File: src/rtl/uart_pkg.sv
// Shared UART receive definitions: FSM state encoding and oversampling constants.
// The PARITY state exists only when UART_RX_PARITY_EN is defined.
package uart_pkg;

    localparam int unsigned OVERSAMPLE     = 16;
    localparam int unsigned BYTES_PER_WORD = 4;
    localparam int unsigned MID_TICK       = 7;
    localparam int unsigned TICK_W         = $clog2(OVERSAMPLE);
    localparam int unsigned IDX_W          = $clog2(BYTES_PER_WORD);
    localparam int unsigned WORD_W         = 8 * BYTES_PER_WORD;

    typedef enum logic [2:0] {
        RX_IDLE      = 3'd0,
        RX_START     = 3'd1,
        RX_DATA      = 3'd2,
`ifdef UART_RX_PARITY_EN
        RX_PARITY    = 3'd3,
`endif
        RX_STOP      = 3'd4,
        RX_WAIT_HIGH = 3'd5
    } uart_rx_state_t;

endpackage

File: src/rtl/baud_tick_gen.sv
// Divides clk down to a one-cycle tick at BAUD*OVERSAMPLE (rounded to nearest).
// Reused by the transmitter with OVERSAMPLE = 1.
module baud_tick_gen #(
    parameter int unsigned CLK_HZ     = 100_000_000,
    parameter int unsigned BAUD       = 9600,
    parameter int unsigned OVERSAMPLE = 16
) (
    input  logic clk,
    input  logic reset,
    output logic tick
);

    localparam int unsigned DIV_RAW = (CLK_HZ + (BAUD * OVERSAMPLE) / 2) / (BAUD * OVERSAMPLE);
    localparam int unsigned DIV     = (DIV_RAW < 1) ? 1 : DIV_RAW;
    localparam int unsigned CNT_W   = (DIV > 1) ? $clog2(DIV) : 1;

    logic [CNT_W-1:0] cnt;

    always_ff @(posedge clk) begin
        if (reset) begin
            cnt  <= '0;
            tick <= 1'b0;
        end else if (cnt == CNT_W'(DIV - 1)) begin
            cnt  <= '0;
            tick <= 1'b1;
        end else begin
            cnt  <= cnt + CNT_W'(1);
            tick <= 1'b0;
        end
    end

endmodule

File: src/rtl/uart_rx_word.sv
// 16x oversampled UART receiver assembling four LSB-first bytes into a 32-bit word.
// Define UART_RX_PARITY_EN for a 9th even-parity bit per frame.
module uart_rx_word
    import uart_pkg::*;
#(
    parameter int unsigned CLK_HZ       = 100_000_000,
    parameter int unsigned BAUD         = 9600,
    parameter int unsigned TIMEOUT_BITS = 40
) (
    input  logic              clk,
    input  logic              reset,
    input  logic              Rx,
    output logic [WORD_W-1:0] Dato,
    output logic              listo,
    output logic              error,
    output logic              busy
);

    localparam int unsigned TO_LIMIT = ((TIMEOUT_BITS < 1) ? 1 : TIMEOUT_BITS) * OVERSAMPLE;
    localparam int unsigned TO_W     = $clog2(TO_LIMIT);
    localparam logic [TICK_W-1:0] LAST_TICK = TICK_W'(OVERSAMPLE - 1);
    localparam logic [TICK_W-1:0] MID       = TICK_W'(MID_TICK);

    uart_rx_state_t    state, state_n;
    logic              rx_meta, rx_sync, rx_prev;
    logic              tick, tick_rst, fall;
    logic [TICK_W-1:0] tick_cnt, tick_cnt_n;
    logic [2:0]        bit_cnt, bit_cnt_n;
    logic [7:0]        shift, shift_n;
    logic [IDX_W-1:0]  byte_idx, byte_idx_n;
    logic [WORD_W-1:0] staging, staging_n, dato_n;
    logic [TO_W-1:0]   to_cnt, to_cnt_n;
    logic              listo_n, error_n, busy_n;
    logic              accept, frame_err;

    assign fall     = rx_prev & ~rx_sync;
    // Restart the divider on a start edge so mid-bit samples stay centred
    assign tick_rst = reset | ((state == RX_IDLE) & fall);

    baud_tick_gen #(
        .CLK_HZ    (CLK_HZ),
        .BAUD      (BAUD),
        .OVERSAMPLE(OVERSAMPLE)
    ) u_tick (
        .clk  (clk),
        .reset(tick_rst),
        .tick (tick)
    );

    always_ff @(posedge clk) begin
        if (reset) begin
            rx_meta  <= 1'b1;
            rx_sync  <= 1'b1;
            rx_prev  <= 1'b1;
            state    <= RX_IDLE;
            tick_cnt <= '0;
            bit_cnt  <= '0;
            shift    <= '0;
            byte_idx <= '0;
            staging  <= '0;
            to_cnt   <= '0;
            Dato     <= '0;
            listo    <= 1'b0;
            error    <= 1'b0;
            busy     <= 1'b0;
        end else begin
            rx_meta  <= Rx;
            rx_sync  <= rx_meta;
            rx_prev  <= rx_sync;
            state    <= state_n;
            tick_cnt <= tick_cnt_n;
            bit_cnt  <= bit_cnt_n;
            shift    <= shift_n;
            byte_idx <= byte_idx_n;
            staging  <= staging_n;
            to_cnt   <= to_cnt_n;
            Dato     <= dato_n;
            listo    <= listo_n;
            error    <= error_n;
            busy     <= busy_n;
        end
    end

    always_comb begin
        state_n    = state;
        tick_cnt_n = tick_cnt;
        bit_cnt_n  = bit_cnt;
        shift_n    = shift;
        byte_idx_n = byte_idx;
        staging_n  = staging;
        to_cnt_n   = to_cnt;
        dato_n     = Dato;
        listo_n    = 1'b0;
        error_n    = 1'b0;
        accept     = 1'b0;
        frame_err  = 1'b0;

        case (state)
            RX_IDLE: begin
                tick_cnt_n = '0;
                bit_cnt_n  = '0;
                // Inter-byte timeout; evaluated before the edge so expiry wins a tie
                if (byte_idx != '0) begin
                    if (tick) begin
                        if (to_cnt == TO_W'(TO_LIMIT - 1)) begin
                            byte_idx_n = '0;
                            staging_n  = '0;
                            to_cnt_n   = '0;
                        end else begin
                            to_cnt_n = to_cnt + TO_W'(1);
                        end
                    end
                end else begin
                    to_cnt_n = '0;
                end
                if (fall) begin
                    state_n  = RX_START;
                    to_cnt_n = '0;
                end
            end

            RX_START: begin
                if (tick) begin
                    if (tick_cnt == MID) begin
                        tick_cnt_n = '0;
                        state_n    = rx_sync ? RX_IDLE : RX_DATA;
                    end else begin
                        tick_cnt_n = tick_cnt + TICK_W'(1);
                    end
                end
            end

            RX_DATA: begin
                if (tick) begin
                    if (tick_cnt == LAST_TICK) begin
                        tick_cnt_n = '0;
                        shift_n    = {rx_sync, shift[7:1]};
                        bit_cnt_n  = bit_cnt + 3'd1;
                        if (bit_cnt == 3'd7) begin
`ifdef UART_RX_PARITY_EN
                            state_n = RX_PARITY;
`else
                            state_n = RX_STOP;
`endif
                        end
                    end else begin
                        tick_cnt_n = tick_cnt + TICK_W'(1);
                    end
                end
            end

`ifdef UART_RX_PARITY_EN
            RX_PARITY: begin
                if (tick) begin
                    if (tick_cnt == LAST_TICK) begin
                        tick_cnt_n = '0;
                        if (rx_sync != ^shift) begin
                            frame_err = 1'b1;
                        end else begin
                            state_n = RX_STOP;
                        end
                    end else begin
                        tick_cnt_n = tick_cnt + TICK_W'(1);
                    end
                end
            end
`endif

            RX_STOP: begin
                if (tick) begin
                    if (tick_cnt == LAST_TICK) begin
                        tick_cnt_n = '0;
                        if (rx_sync) begin
                            accept  = 1'b1;
                            state_n = RX_IDLE;
                        end else begin
                            frame_err = 1'b1;
                        end
                    end else begin
                        tick_cnt_n = tick_cnt + TICK_W'(1);
                    end
                end
            end

            RX_WAIT_HIGH: begin
                if (rx_sync) begin
                    state_n = RX_IDLE;
                end
            end

            default: begin
                state_n = RX_IDLE;
            end
        endcase

        // Bad frame discards the partial word and waits for the line to recover
        if (frame_err) begin
            error_n    = 1'b1;
            staging_n  = '0;
            byte_idx_n = '0;
            state_n    = RX_WAIT_HIGH;
        end

        if (accept) begin
            staging_n[{byte_idx, 3'b000} +: 8] = shift;
            if (byte_idx == IDX_W'(BYTES_PER_WORD - 1)) begin
                dato_n     = staging_n;
                listo_n    = 1'b1;
                staging_n  = '0;
                byte_idx_n = '0;
            end else begin
                byte_idx_n = byte_idx + IDX_W'(1);
            end
        end

        busy_n = (byte_idx_n != '0) || !((state_n == RX_IDLE) || (state_n == RX_WAIT_HIGH));
    end

endmodule

File: config.mk
export PLATFORM = sky130hd
export DESIGN_NAME = uart_rx_word
export DESIGN_NICKNAME = d
export VERILOG_FILES = /design/src/rtl/uart_pkg.sv /design/src/rtl/baud_tick_gen.sv /design/src/rtl/uart_rx_word.sv
export SDC_FILE = /design/constraint.sdc
export NUM_CORES = 1
export LEC_CHECK = 0
export BUFFER_PORTS_ARGS = -buffer_cell sky130_fd_sc_hd__buf_4
export CAP_MARGIN = 10
export CORE_ASPECT_RATIO = 1.25
export CORE_MARGIN = 2
export CORE_UTILIZATION = 60
export DETAILED_ROUTE_END_ITERATION = 7
export HOLD_SLACK_MARGIN = 0.06
export PLACE_DENSITY = 0.8
export SYNTH_ARGS = -nofsm -noshare
export SYNTH_HDL_FRONTEND = slang
export SYNTH_HIERARCHICAL = 1
export SYNTH_SLANG_ARGS = --single-unit
File: constraint.sdc
create_clock -name clk -period 3.9 [get_ports clk]
set_input_delay 0.78 -clock clk [delete_from_list [all_inputs] [get_ports clk]]
set_output_delay 0.78 -clock clk [all_outputs]
set_load 0.02 [all_outputs]
==> results_dict.tcl <==
set metrics [dict create \
    synthCells 559 \
    hold_viol_final 0 \
    reg2reg_from "byte_idx[0]$_SDFF_PP0_" \
    crit_path_start "byte_idx[0]$_SDFF_PP0_" \
    worst-endpoint-arrival_ps 2730 \
    setup_viol 0 \
    final_common_cell "dfxtp_1" \
    seq_area_sq_um 2222 \
    instances_no_fill 669 \
    status "finished, final reports clean" \
    clkSinkCount 111 \
    fill_cells 677 \
    cts_max_path_buffers 2 \
    post-route-period-util_pct 62.55 \
    wirelength_um 10320 \
    drtPass1Iterations 5 \
    cp-start-kind "flop" \
    max_freq_mhz 409.9 \
    post-cts-setup-buffers 0 \
    place.gp.congestion 0.8709 \
    synth_edf_count 0 \
    max_slew.worst_pin.slew_ps 1035 \
    ys_seq_elements 111 \
    syn_area_per_cell_sq_um 8.568 \
    max_cap_violations 0 \
    critPathMaxStageDelay_ps 890 \
    syn_nets 574 \
    fin_hold_ws_ps 427.4 \
    viasPerCell 6.102 \
    crit_end "Dato[20]$_SDFFE_PP0P_" \
    min_path_type "flop to flop" \
    areaGrowthSynthToFinish_pct 9.744 \
    wl_met3_um 458 \
    core_sq_um 7792 \
    grt_max_degree 73 \
    multi_input_area_sq_um 2354 \
    die_w_um 83.92 \
    dr_wl_met2_um 4966 \
    hpwl_um 7009 \
    synth_ff_type "dfxtp_1" \
    slew_headroom_pct 30.57 \
    hold_buffers 0 \
    maxSlewViolCount 0 \
    grt.total_usage_pct 23.51 \
    placed_cells 653 \
    synth_cell_types 54 \
    num_vias 4082 \
    cts_buffers 9 \
    yosysWarnings 6 \
    routedLengthMet1_um 4649 \
    wl_per_cell_um 15.42 \
    die_h_um 103.9 \
    antenna_found_initial 0 \
    route.detailed.drc 0 \
    start_util_pct 61.46 \
    layout_common_cells "dfxtp_1 (111), nor2_1 (98), buf_4 (44)" \
    rows 36 \
    path_cells "inv_1 > ha_1 > nor2_2 > a211oi_1 > a221oi_1 > nor3_1" \
    post_cts_resize_count 0 \
    drt_iter0_markers 315 \
    post-route-min-period_ps 2439 \
    syn_area_sq_um 4790 \
    slowest_stage "a211oi_1" \
    insertion_delay_ps 370 \
    crit_type "flop to flop" \
    rsz0062_at_grt "false" \
    r2r-end "Dato[20]$_SDFFE_PP0P_" \
    io_buffers 37 \
    nNetsFinal 584 \
    grt_overflow 0 \
    antennaDiodeCount 0 \
    cp_data_required_time_ps 4190 \
    grt_pass1_vias 3605 \
    power_density_nw_per_um2 361.9 \
    ys_seq_area_share_pct 46.39 \
    ir_drop_mv 0.2918 \
    worstSetupEndpointType "flop" \
    io_pins 38 \
    finalSetupTns_ps 0 \
    ff2ff_setup_slack_ps 1460 \
    cts_root_buf "clkbuf_8" \
    top_layer "met4" \
    ant_nets 0 \
    clock-skew-final_ps 8.397 \
    ff2ff_path_depth 6 \
    die_area_sq_um 8718 \
    grt_pass1_wl_um 17080 \
    p_leak_nw 1.896 \
    critPathMaxFanout 11 \
    cts_max_level 3 \
    synthArstFlopShare_pct 0 \
    layout-drive-gt1-share_pct 13.24 \
    clk_pin_slew_ps 100 \
    cts_tree "yes" \
]
-- final cells by class --
class                   count  area share (%)
repair buffers             44           6.284
inverters                   6          0.4285
clock inverters             3          0.7617
multi-input cells         397           44.78
clock buffers              13           3.214
flip-flops and latches    111           42.28
well taps                  95           2.261
-- sequential cells by signal, indices dropped and copies added (netlist names), 2 cells and up --
register / flops
Dato: 32
bit_cnt: 3
byte_idx: 2
shift: 8
staging: 32
state: 3
tick_cnt: 4
to_cnt: 10
u_tick/cnt: 10
-- worst max-delay path, delay by kind of cell, from the launching register on --
kind	cells	cell delay, ps
and+or+nand+nor	2	330
adders and majority gates	1	290
buffers and inverters	1	160
AOI/OAI and AO/OA	2	1150
DFF	1	430
-- synth_stat cells, types with 6 or more instances --
master    instances  share of area, %
dfxtp_1         111                46
nor2_1           98               7.7
nor3_1           40               4.2
nand2_1          36               2.8
a22oi_1          31               4.9
clkbuf_1         31               2.4
a221oi_1         30               5.5
a21oi_1          24               2.5
nand3_1          19               2.0
buf_2            12               1.3
ha_1             12               3.1
o21ai_0          10               1.0
or3_1             9               1.2
nor2b_1           8               1.0
a211oi_1          6              0.94
a31oi_1           6              0.78
inv_1             6              0.47
or2_2             6              0.78
-- cell families after synthesis --
logic type / Yosys count / share of synthesized area [%]
AO/OA/AOI/OAI: 130 / 19.64
XOR/XNOR: 8 / 1.463
adder cells (fa/ha/maj): 12 / 3.135
buffers and inverters: 51 / 4.467
flip-flops: 111 / 46.39
multiplexers: 1 / 0.2090
AND/OR/NAND/NOR: 246 / 24.69
-- worst min-delay path by stage --
stage,start,slack (ps),cells after the start,to
after detailed placement,rx_meta$_SDFF_PP1_,400,1,rx_sync$_SDFF_PP1_
after floorplan,rx_meta$_SDFF_PP1_,390,1,rx_sync$_SDFF_PP1_
after CTS,rx_meta$_SDFF_PP1_,430,1,rx_sync$_SDFF_PP1_
final,rx_meta$_SDFF_PP1_,430,1,rx_sync$_SDFF_PP1_
after global routing,rx_meta$_SDFF_PP1_,460,1,rx_sync$_SDFF_PP1_
after global placement,rx_meta$_SDFF_PP1_,400,1,rx_sync$_SDFF_PP1_
-- metal layers --
metal / up-vias / track usage (%)
met5: - / 0
met4: 0 / 10.02
met3: 18 / 3.095
met2: 112 / 38.11
met1: 1918 / 31.50
li1: 2034 / -
-- metrics by stage --
stage	total power (W)	setup slack [ps]	utilization [%]	cell area, sq um
5_1_grt	0.001965	1246	67.45	5256
3_3_place_gp	0.001214	1528	64.77	5047
4_1_cts	0.001910	1463	67.45	5256
6_report	0.001902	1461	67.45	5256
3_5_place_dp	0.001216	1489	64.77	5047
2_1_floorplan	0.001206	1607	-	4790
-- where the power goes --
group / switching, W / internal, W
sequential: 0.00000659 / 0.00114
clock: 0.000365 / 0.000348
combinational: 0.0000315 / 0.0000133
total: 0.000403 / 0.00150
No activity file was read; power rests on OpenSTA's default activity.
